### src/rtl/deser_pkg.sv
// Shared constants and types for the aligning multi-lane 10b deserializer.
// Optional per-lane error counters are enabled with DESER_ERRCNT_EN.
package deser_pkg;

   localparam int WORD_W = 10;
   localparam int BYTE_W = 8;

   localparam logic [WORD_W-1:0] K28_5_RDN = 10'b0011111010;
   localparam logic [WORD_W-1:0] K28_5_RDP = 10'b1100000101;

   typedef enum logic [1:0] {
      HUNT   = 2'd0,
      CHECK  = 2'd1,
      LOCKED = 2'd2
   } lane_state_t;

   function automatic logic is_comma(input logic [WORD_W-1:0] w);
      return (w == K28_5_RDN) || (w == K28_5_RDP);
   endfunction

endpackage

### src/rtl/dec_8b10b.sv
// Combinational 8b/10b sub-block decoder; bit 9 is 'a', bit 0 is 'j'.
// err flags any 6b or 4b sub-block outside the code tables.
module dec_8b10b (
   input  logic [9:0] code,
   output logic [7:0] data,
   output logic       err
);

   logic [5:0] six;
   logic [3:0] four;
   logic [4:0] edcba;
   logic [2:0] hgf;
   logic       err6;
   logic       err4;

   always_comb begin
      six   = code[9:4];
      // RD+ K28 control codes carry the complemented fghj group
      four  = (six == 6'b110000) ? ~code[3:0] : code[3:0];
      edcba = 5'd0;
      err6  = 1'b0;
      unique case (six)
         6'b100111, 6'b011000: edcba = 5'd0;
         6'b011101, 6'b100010: edcba = 5'd1;
         6'b101101, 6'b010010: edcba = 5'd2;
         6'b110001:            edcba = 5'd3;
         6'b110101, 6'b001010: edcba = 5'd4;
         6'b101001:            edcba = 5'd5;
         6'b011001:            edcba = 5'd6;
         6'b111000, 6'b000111: edcba = 5'd7;
         6'b111001, 6'b000110: edcba = 5'd8;
         6'b100101:            edcba = 5'd9;
         6'b010101:            edcba = 5'd10;
         6'b110100:            edcba = 5'd11;
         6'b001101:            edcba = 5'd12;
         6'b101100:            edcba = 5'd13;
         6'b011100:            edcba = 5'd14;
         6'b010111, 6'b101000: edcba = 5'd15;
         6'b011011, 6'b100100: edcba = 5'd16;
         6'b100011:            edcba = 5'd17;
         6'b010011:            edcba = 5'd18;
         6'b110010:            edcba = 5'd19;
         6'b001011:            edcba = 5'd20;
         6'b101010:            edcba = 5'd21;
         6'b011010:            edcba = 5'd22;
         6'b111010, 6'b000101: edcba = 5'd23;
         6'b110011, 6'b001100: edcba = 5'd24;
         6'b100110:            edcba = 5'd25;
         6'b010110:            edcba = 5'd26;
         6'b110110, 6'b001001: edcba = 5'd27;
         6'b001110:            edcba = 5'd28;
         6'b001111, 6'b110000: edcba = 5'd28;
         6'b101110, 6'b010001: edcba = 5'd29;
         6'b011110, 6'b100001: edcba = 5'd30;
         6'b101011, 6'b010100: edcba = 5'd31;
         default:              err6  = 1'b1;
      endcase
   end

   always_comb begin
      hgf  = 3'd0;
      err4 = 1'b0;
      unique case (four)
         4'b1011, 4'b0100: hgf = 3'd0;
         4'b1001:          hgf = 3'd1;
         4'b0101:          hgf = 3'd2;
         4'b1100, 4'b0011: hgf = 3'd3;
         4'b1101, 4'b0010: hgf = 3'd4;
         4'b1010:          hgf = 3'd5;
         4'b0110:          hgf = 3'd6;
         4'b1110, 4'b0001,
         4'b0111, 4'b1000: hgf = 3'd7;
         default:          err4 = 1'b1;
      endcase
   end

   assign data = {hgf, edcba};
   assign err  = err6 | err4;

endmodule

### src/rtl/deser_lane.sv
// One receive lane: shift register, bit counter, comma-alignment FSM
// and output register. Error counter present with DESER_ERRCNT_EN.
module deser_lane import deser_pkg::*; #(
   parameter int LOCK_COMMAS = 2,
   parameter int MISS_LIMIT  = 3
`ifdef DESER_ERRCNT_EN
   ,
   parameter int ERRW        = 16
`endif
) (
   input  logic              clk,
   input  logic              rst,
   input  logic              serial,
   input  logic              strb,
   output logic [BYTE_W-1:0] datout,
   output logic [WORD_W-1:0] encode,
   output logic              comma,
   output logic              valid,
   output logic              locked
`ifdef DESER_ERRCNT_EN
   ,
   output logic [ERRW-1:0]   err_cnt
`endif
);

   localparam logic [3:0] LC = 4'(LOCK_COMMAS);
   localparam logic [3:0] ML = 4'(MISS_LIMIT);

   lane_state_t       state, state_d;
   logic [WORD_W-1:0] sr, sr_d, shifted;
   logic [3:0]        cnt, cnt_d;
   logic [3:0]        acnt, acnt_d;
   logic [3:0]        miss, miss_d;
   logic              match, bnd, load_out;
   logic [BYTE_W-1:0] dec_data;
   logic              dec_err;

   dec_8b10b u_dec (
      .code (shifted),
      .data (dec_data),
      .err  (dec_err)
   );

   always_comb begin
      shifted  = {sr[WORD_W-2:0], serial};
      match    = is_comma(shifted);
      bnd      = (cnt == 4'd9);
      sr_d     = sr;
      cnt_d    = cnt;
      acnt_d   = acnt;
      miss_d   = miss;
      state_d  = state;
      load_out = 1'b0;
      if (strb) begin
         sr_d  = shifted;
         cnt_d = bnd ? 4'd0 : cnt + 4'd1;
         unique case (state)
            HUNT: begin
               if (match) begin
                  cnt_d   = 4'd0;
                  acnt_d  = 4'd1;
                  miss_d  = 4'd0;
                  state_d = (LC == 4'd1) ? LOCKED : CHECK;
               end
            end
            CHECK: begin
               if (bnd) begin
                  load_out = 1'b1;
                  if (match) begin
                     acnt_d = acnt + 4'd1;
                     if (acnt + 4'd1 >= LC) begin
                        state_d = LOCKED;
                        miss_d  = 4'd0;
                     end
                  end
               end else if (match) begin
                  cnt_d  = 4'd0;
                  acnt_d = 4'd1;
               end
            end
            LOCKED: begin
               if (bnd) begin
                  load_out = 1'b1;
                  if (match) miss_d = 4'd0;
               end else if (match) begin
                  // leave the counter alone so HUNT resumes from this phase
                  miss_d = miss + 4'd1;
                  if (miss + 4'd1 >= ML) state_d = HUNT;
               end
            end
            default: state_d = HUNT;
         endcase
      end
   end

   always_ff @(posedge clk or posedge rst) begin
      if (rst) begin
         state  <= HUNT;
         sr     <= '0;
         cnt    <= '0;
         acnt   <= '0;
         miss   <= '0;
         datout <= '0;
         encode <= '0;
         comma  <= 1'b0;
         valid  <= 1'b0;
         locked <= 1'b0;
      end else begin
         state  <= state_d;
         sr     <= sr_d;
         cnt    <= cnt_d;
         acnt   <= acnt_d;
         miss   <= miss_d;
         valid  <= load_out;
         locked <= (state_d == LOCKED);
         if (load_out) begin
            encode <= shifted;
            datout <= dec_data;
            comma  <= match;
         end
      end
   end

`ifdef DESER_ERRCNT_EN
   logic err_inc;

   assign err_inc = strb && (state == LOCKED) && (bnd ? dec_err : match);

   always_ff @(posedge clk or posedge rst) begin
      if (rst)
         err_cnt <= '0;
      else if (err_inc && (err_cnt != '1))
         err_cnt <= err_cnt + 1'b1;
   end
`else
   logic unused_dec_err;
   assign unused_dec_err = dec_err;
`endif

endmodule

### src/rtl/deserializer_align.sv
// Multi-lane 10b receiver with per-lane K28.5 alignment and 8b/10b decode.
// Define DESER_ERRCNT_EN to add the per-lane err_cnt output.
module deserializer_align import deser_pkg::*; #(
   parameter int LANES       = 5,
   parameter int LOCK_COMMAS = 2,
   parameter int MISS_LIMIT  = 3,
   parameter int ERRW        = 16
) (
   input  logic                    clk,
   input  logic                    rst,
   input  logic [LANES-1:0]        serial,
   input  logic                    strb,
   output logic [LANES*BYTE_W-1:0] datout,
   output logic [LANES*WORD_W-1:0] encode,
   output logic [LANES-1:0]        comma,
   output logic [LANES-1:0]        valid,
   output logic [LANES-1:0]        locked
`ifdef DESER_ERRCNT_EN
   ,
   output logic [LANES*ERRW-1:0]   err_cnt
`endif
);

`ifndef DESER_ERRCNT_EN
   localparam int unused_errw = ERRW;
`endif

   for (genvar i = 0; i < LANES; i++) begin : g_lane
      deser_lane #(
         .LOCK_COMMAS (LOCK_COMMAS),
         .MISS_LIMIT  (MISS_LIMIT)
`ifdef DESER_ERRCNT_EN
         ,
         .ERRW        (ERRW)
`endif
      ) u_lane (
         .clk    (clk),
         .rst    (rst),
         .serial (serial[i]),
         .strb   (strb),
         .datout (datout[BYTE_W*i +: BYTE_W]),
         .encode (encode[WORD_W*i +: WORD_W]),
         .comma  (comma[i]),
         .valid  (valid[i]),
         .locked (locked[i])
`ifdef DESER_ERRCNT_EN
         ,
         .err_cnt (err_cnt[ERRW*i +: ERRW])
`endif
      );
   end

endmodule

### config.mk
export PLATFORM = sky130hd
export DESIGN_NAME = deserializer_align
export DESIGN_NICKNAME = d
export VERILOG_FILES = /design/src/rtl/deser_pkg.sv /design/src/rtl/dec_8b10b.sv /design/src/rtl/deser_lane.sv /design/src/rtl/deserializer_align.sv
export SDC_FILE = /design/constraint.sdc
export NUM_CORES = 1
export LEC_CHECK = 0
export ABC_AREA = 1
export BUFFER_PORTS_ARGS = -buffer_cell sky130_fd_sc_hd__buf_2
export CORE_ASPECT_RATIO = 1.1
export CORE_MARGIN = 2
export CORE_UTILIZATION = 35
export DETAILED_ROUTE_END_ITERATION = 12
export SYNTH_ARGS = -nofsm -noshare
export SYNTH_HDL_FRONTEND = slang
export SYNTH_HIERARCHICAL = 1
export SYNTH_SLANG_ARGS = --single-unit
### constraint.sdc
create_clock -name clk -period 3.9 [get_ports clk]
set_input_delay 0.39 -clock clk [delete_from_list [all_inputs] [get_ports clk]]
set_output_delay 0.39 -clock clk [all_outputs]
set_load 0.01 [all_outputs]
### Word-level counts from Yosys, hierarchy flattened

Cells that the tools add are included.

| storage, ports and cells | value |
|---|---|
| flip-flop bits (word level) | 220 |
| bits in latches | 0 |
| bits in writable memories | 0 |
| bits in read-only memories | 0 |
| output and inout port bits | 105 |
| memories kept | 0 |

| cells by class | value |
|---|---|
| add/subtract/negate cells | 15 |
| multiply operators | 0 |
| div/mod/pow operators | 0 |
| magnitude comparators | 10 |
| eq/ne operators | 345 |
| shift-type cells | 0 |
| mux-type cells | 150 |
| bitwise operators | 5 |
| reduce and logical (&&, ||, !) cells | 120 |

Operators by type and width:

| operator | number |
|---|---|
| case mux 5 bit (31 select lines) | 5 |
| equality test 6 bit (second input constant) | 115 |
| equality test 6 x 5 -> 1 bit (second input constant) | 65 |
| 2-to-1 mux 4 bit | 65 |
| equality test 6 x 4 -> 1 bit (second input constant) | 35 |
| OR reduction 2 bit | 80 |
| equality test 4 bit (second input constant) | 35 |
| case mux 3 bit (7 select lines) | 5 |
| equality test 6 x 3 -> 1 bit (second input constant) | 15 |
| 2-to-1 mux 2 bit | 40 |
| case mux 4 bit (2 select lines) | 10 |
| adder 4 x 1 -> 4 bit (second input constant) | 15 |
| equality test 4 x 3 -> 1 bit (second input constant) | 15 |
| case mux 4 bit (3 select lines) | 5 |
| equality test 10 bit (second input constant) | 5 |
| equality test 10 x 8 -> 1 bit (second input constant) | 5 |
| equality test 4 x 2 -> 1 bit (second input constant) | 10 |
| >= comparator 4 x 2 -> 1 bit (second input constant) | 10 |
| != test 2 x 1 -> 1 bit (second input constant) | 15 |
| case mux 2 bit (3 select lines) | 5 |
| AND reduction 6 bit | 5 |
| equality test 2 bit (second input constant) | 10 |
| equality test 4 x 1 -> 1 bit (second input constant) | 5 |
| inverter 4 bit | 5 |
| 11 further kinds | 65 |

### Longest topological paths before layout

| logic depth | value |
|---|---|
| depth in word-level cells | 8 |
| depth in mapped cells | 13 |
| gate-level depth less buffers | 13 |

### Cells and area by module

The synthesis kept the hierarchy.

By module, submodules not included:

| module | instances | cells each | area an instance (µm²) |
|---|---|---|---|
| deser_lane (g_lane[2].u_lane ...) | 3 | 257 | 2,158.3 |
| dec_8b10b | 5 | 224 | 1,122.3 |
| deser_lane (g_lane[1].u_lane) | 1 | 257 | 2,163.3 |
| deser_lane (g_lane[0].u_lane) | 1 | 257 | 2,149.6 |

### Worst setup path before layout

No wires, ideal clock.

| path | value |
|---|---|
| path kind | reg-to-reg |
| start | reg g_lane[0].u_lane.sr[5] |
| end | reg g_lane[0].u_lane.datout[2] |
| setup time | 116 ps |
| arrival time | 1,432 ps |
| required time | 3,784 ps |
| setup slack | 2,351 ps |
| stages on the path, launching flop included | 11 |
| path buffers | 0 |
| clock period less this slack | 1,549 ps |
| cell sequence | dfrtp_1 > nand2_1 > clkinv_1 > nand2_1 > o21ai_1 > nor2_1 > nand4_1 > nor3_2 > nand2_1 > nand2_1 > nand2_1 |

| on the way | value |
|---|---|
| word-level cells in the longest chain between the ends | 3 |
| elaborated cells between the ends (all ways) | 61 |

Ends and longest elaborated chain:

| item | RTL line | source |
|---|---|---|
| start: declaration | deser_lane.sv:30 | `logic [WORD_W-1:0] sr, sr_d, shifted;` |
| start signal: assignment | deser_lane.sv:110 | `sr <= sr_d;` |
| equality test 6 bit, or another cell as far along | dec_8b10b.sv:22 | `unique case (six)` |
| OR reduction 3 bit (no line) or OR reduction 2 bit (tied branches) | - |  |
| case mux 5 bit (31 select lines) (*) | dec_8b10b.sv:22 |  |
| named net g_lane[0].u_lane.dec_data[2] | deser_lane.sv:35 | `logic [BYTE_W-1:0] dec_data;` |
| end signal: assignment | deser_lane.sv:118 | `datout <= dec_data;` |
| end: declaration | deser_lane.sv:15 | `output logic [BYTE_W-1:0] datout,` |

The timed path passes the listed nets; every way through them passes the cells marked *.
A chain may end at the register's enable or synchronous reset.

### Final worst setup path

| path | value |
|---|---|
| start | reg g_lane[0].u_lane.cnt[1] |
| end | reg g_lane[0].u_lane.comma |

| on the way | value |
|---|---|
| word-level cells in the longest chain between the ends | 4 |

Ends and longest elaborated chain:

| item | RTL line | source |
|---|---|---|
| start: declaration | deser_lane.sv:31 | `logic [3:0] cnt, cnt_d;` |
| start signal: assignment | deser_lane.sv:111 | `cnt <= cnt_d;` |
| equality test 4 bit | deser_lane.sv:47 | `bnd = (cnt == 4'd9);` |
| 2-to-1 mux 1 bit | deser_lane.sv:67, deser_lane.sv:82 |  |
| 2-to-1 mux 1 bit | - |  |
| 2-to-1 mux 1 bit | deser_lane.sv:54 | `if (strb) begin` |
| end signal: assignment | deser_lane.sv:119 | `comma <= match;` |
| end: declaration | deser_lane.sv:17 | `output logic comma,` |

No other way between the ends.

==> impl_metrics.toml <==
[placement]
portBuffers = 112
dp_hpwl_mm = 27.9
place.gp.congestion = 0.915

[timing]
hold_violations = 0
finalMaxSlewViolations = 0
fmax_mhz = 471
fin_worst_skew_ns = 0.0276
setup_tns_ns = 0
rsz0062_at_grt = "no"
tightest_slew_ns = 0.967
finalCriticalPeriod_ns = 2.13
setup_viol = 0
relSlewSlack_pct = 35.4
min_period_over_period_pct = 54.5

[worst_setup_path]
r2r_end = "g_lane[0].u_lane/comma"
crit_path_end_kind = "flop"
startpoint_type = "flop"
reg2reg_depth = 8
r2r_slack_ns = 1.77
arrival_ns = 2.62
crit_required_ns = 4.39
critical_path_class = "reg2reg"
r2r_start = "g_lane[0].u_lane/cnt[1]"
critPathMaxFanout = 29

[flow_run]
maxCapViolations = 0

[drt]
routed_wl_mm = 37.8
vias = 14100
ant_nets = 0
viasPerCell = 4.88
drt_first_pass_iters = 7
wl_per_cell_um = 13.1
drt_iter0_markers = 800
drc_errors = 0

[clocking]
numCtsBuffers = 28
root_buffer = "clkbuf_16"
cts.repair.resized = 0
clock_latency_ns = 0.57
cts_setup_buffers = 0
ctsHoldBuffers = 0
clk_pin_slew_worst_paths_ns = 0.06
h-tree-depth = 1
cts_tree = "built"
cts_num_sinks = 220
cts.path.max_buffers = 3

[floorplanning]
die_w_um = 205
die_area_um2 = 46000
die_y_um = 225
rows = 80
start_util_pct = 35.6
core_um2 = 43500
boundaryPins = 113

[global_routing]
track_usage_pct = 16.5
use_met2_pct = 28.5
grt_pass1_wl_mm = 64.5
grt_pass1_vias = 13700
grt_antenna_before_repair = 0
overflow = 0
grtUsageMet1_pct = 21.4
grt_max_degree = 46
met3_usage_pct = 2.17
busiest_layer = "met2"

[layout]
drive_gt1_share_pct = 16.8
area_growth_pct = 12.0
antenna_cells = 0
mostFrequentLayoutCell = "nand2_1"
nets = 2345
final_cell_mix = "nand2_1 (656), inv_1 (282), dfrtp_1 (220), nor2_1 (180), nand3_1 (177)"

[yosys]
avgSynthCellArea_um2 = 7.06
synthCells = 2195
synth_nets = 2253
syn_area_um2 = 15500
yosysWarnings = 6

[power_and_ir_drop]
p_leak_nw = 9.08
irDropWorstVdd_mv = 0.408
power.total_w = 0.00750
power.density_nw_per_um2 = 432

[outcome]
status = "finished, final reports clean"

[min_path]
holdCritPathClass = "in2async"
==> worst max-delay path, cell delays in order, from the launching register on <==
cell and delay, ns:
dfrtp_1 0.40, inv_1 0.09, ha_1 0.16, nand3_2 0.13, nor2_1 0.14, nand2_1 0.54, inv_2 0.39, nor2_1 0.07
a21oi_1 0.13
==> how the worst max path moves through the flow <==
stage	from	endpoint	slack, ns	depth (start not counted)
floorplan	g_lane[0].u_lane/sr[7]	g_lane[0].u_lane/datout[2]	2.39	11
global placement	strb	g_lane[0].u_lane/comma	1.67	7
detailed placement	strb	g_lane[0].u_lane/comma	1.61	7
CTS	g_lane[0].u_lane/cnt[1]	g_lane[0].u_lane/comma	1.73	8
global route	g_lane[3].u_lane/cnt[1]	g_lane[3].u_lane/comma	1.44	8
finish	g_lane[0].u_lane/cnt[1]	g_lane[0].u_lane/comma	1.77	8
==> metrics by stage <==
| stage | util (%) | instances | cell area (µm²) | worst slack, ns | hold WS [ns] |
|---|---|---|---|---|---|
| final | 39.9 | 2882 | 17400 | 1.77 | 0.0644 |
| after detailed placement | 37.7 | 2831 | 16400 | 1.61 | 0.459 |
| after global routing | 39.9 | 2882 | 17400 | 1.44 | 0.135 |
| after global placement | 37.7 | 2831 | 16400 | 1.67 | 0.459 |
| after CTS | 39.9 | 2882 | 17400 | 1.73 | 0.0749 |
| after floorplan | - | 2195 | 15500 | 2.39 | 0.480 |
==> area by class of cell <==
| type | count | area [µm²] |
|---|---|---|
| Inverter | 350 | 1350 |
| Multi-Input combinational cell | 1570 | 8230 |
| Tap cell | 574 | 718 |
| Fill cell | 4541 | 26200 |
| Sequential cell | 220 | 5510 |
| Clock inverter | 11 | 119 |
| Clock buffer | 40 | 836 |
| Timing Repair Buffer | 117 | 601 |
==> sequential cells by signal, indices dropped and copies added (netlist names), 10 cells and up <==
| signal | flops |
|---|---|
| g_lane.u_lane/acnt | 20 |
| g_lane.u_lane/datout | 40 |
| g_lane.u_lane/miss | 20 |
| g_lane.u_lane/state | 10 |
| g_lane.u_lane/sr | 45 |
| g_lane.u_lane/encode | 50 |
| g_lane.u_lane/cnt | 20 |
==> metal layers <==
metal	share of wire (%)	vias up
li1	-	7179
met3	4.5	63
met5	0	-
met4	2.4	0
met2	48	307
met1	45	6524
==> power by group <==
part	total [W]	switching (W)	leakage, nW	internal, W
Sequential	0.00291	0.000339	2.92	0.00257
Clock	0.00266	0.00105	0.476	0.00161
Combinational	0.00193	0.00129	5.68	0.000640
Power figures use the tool's default switching activity.
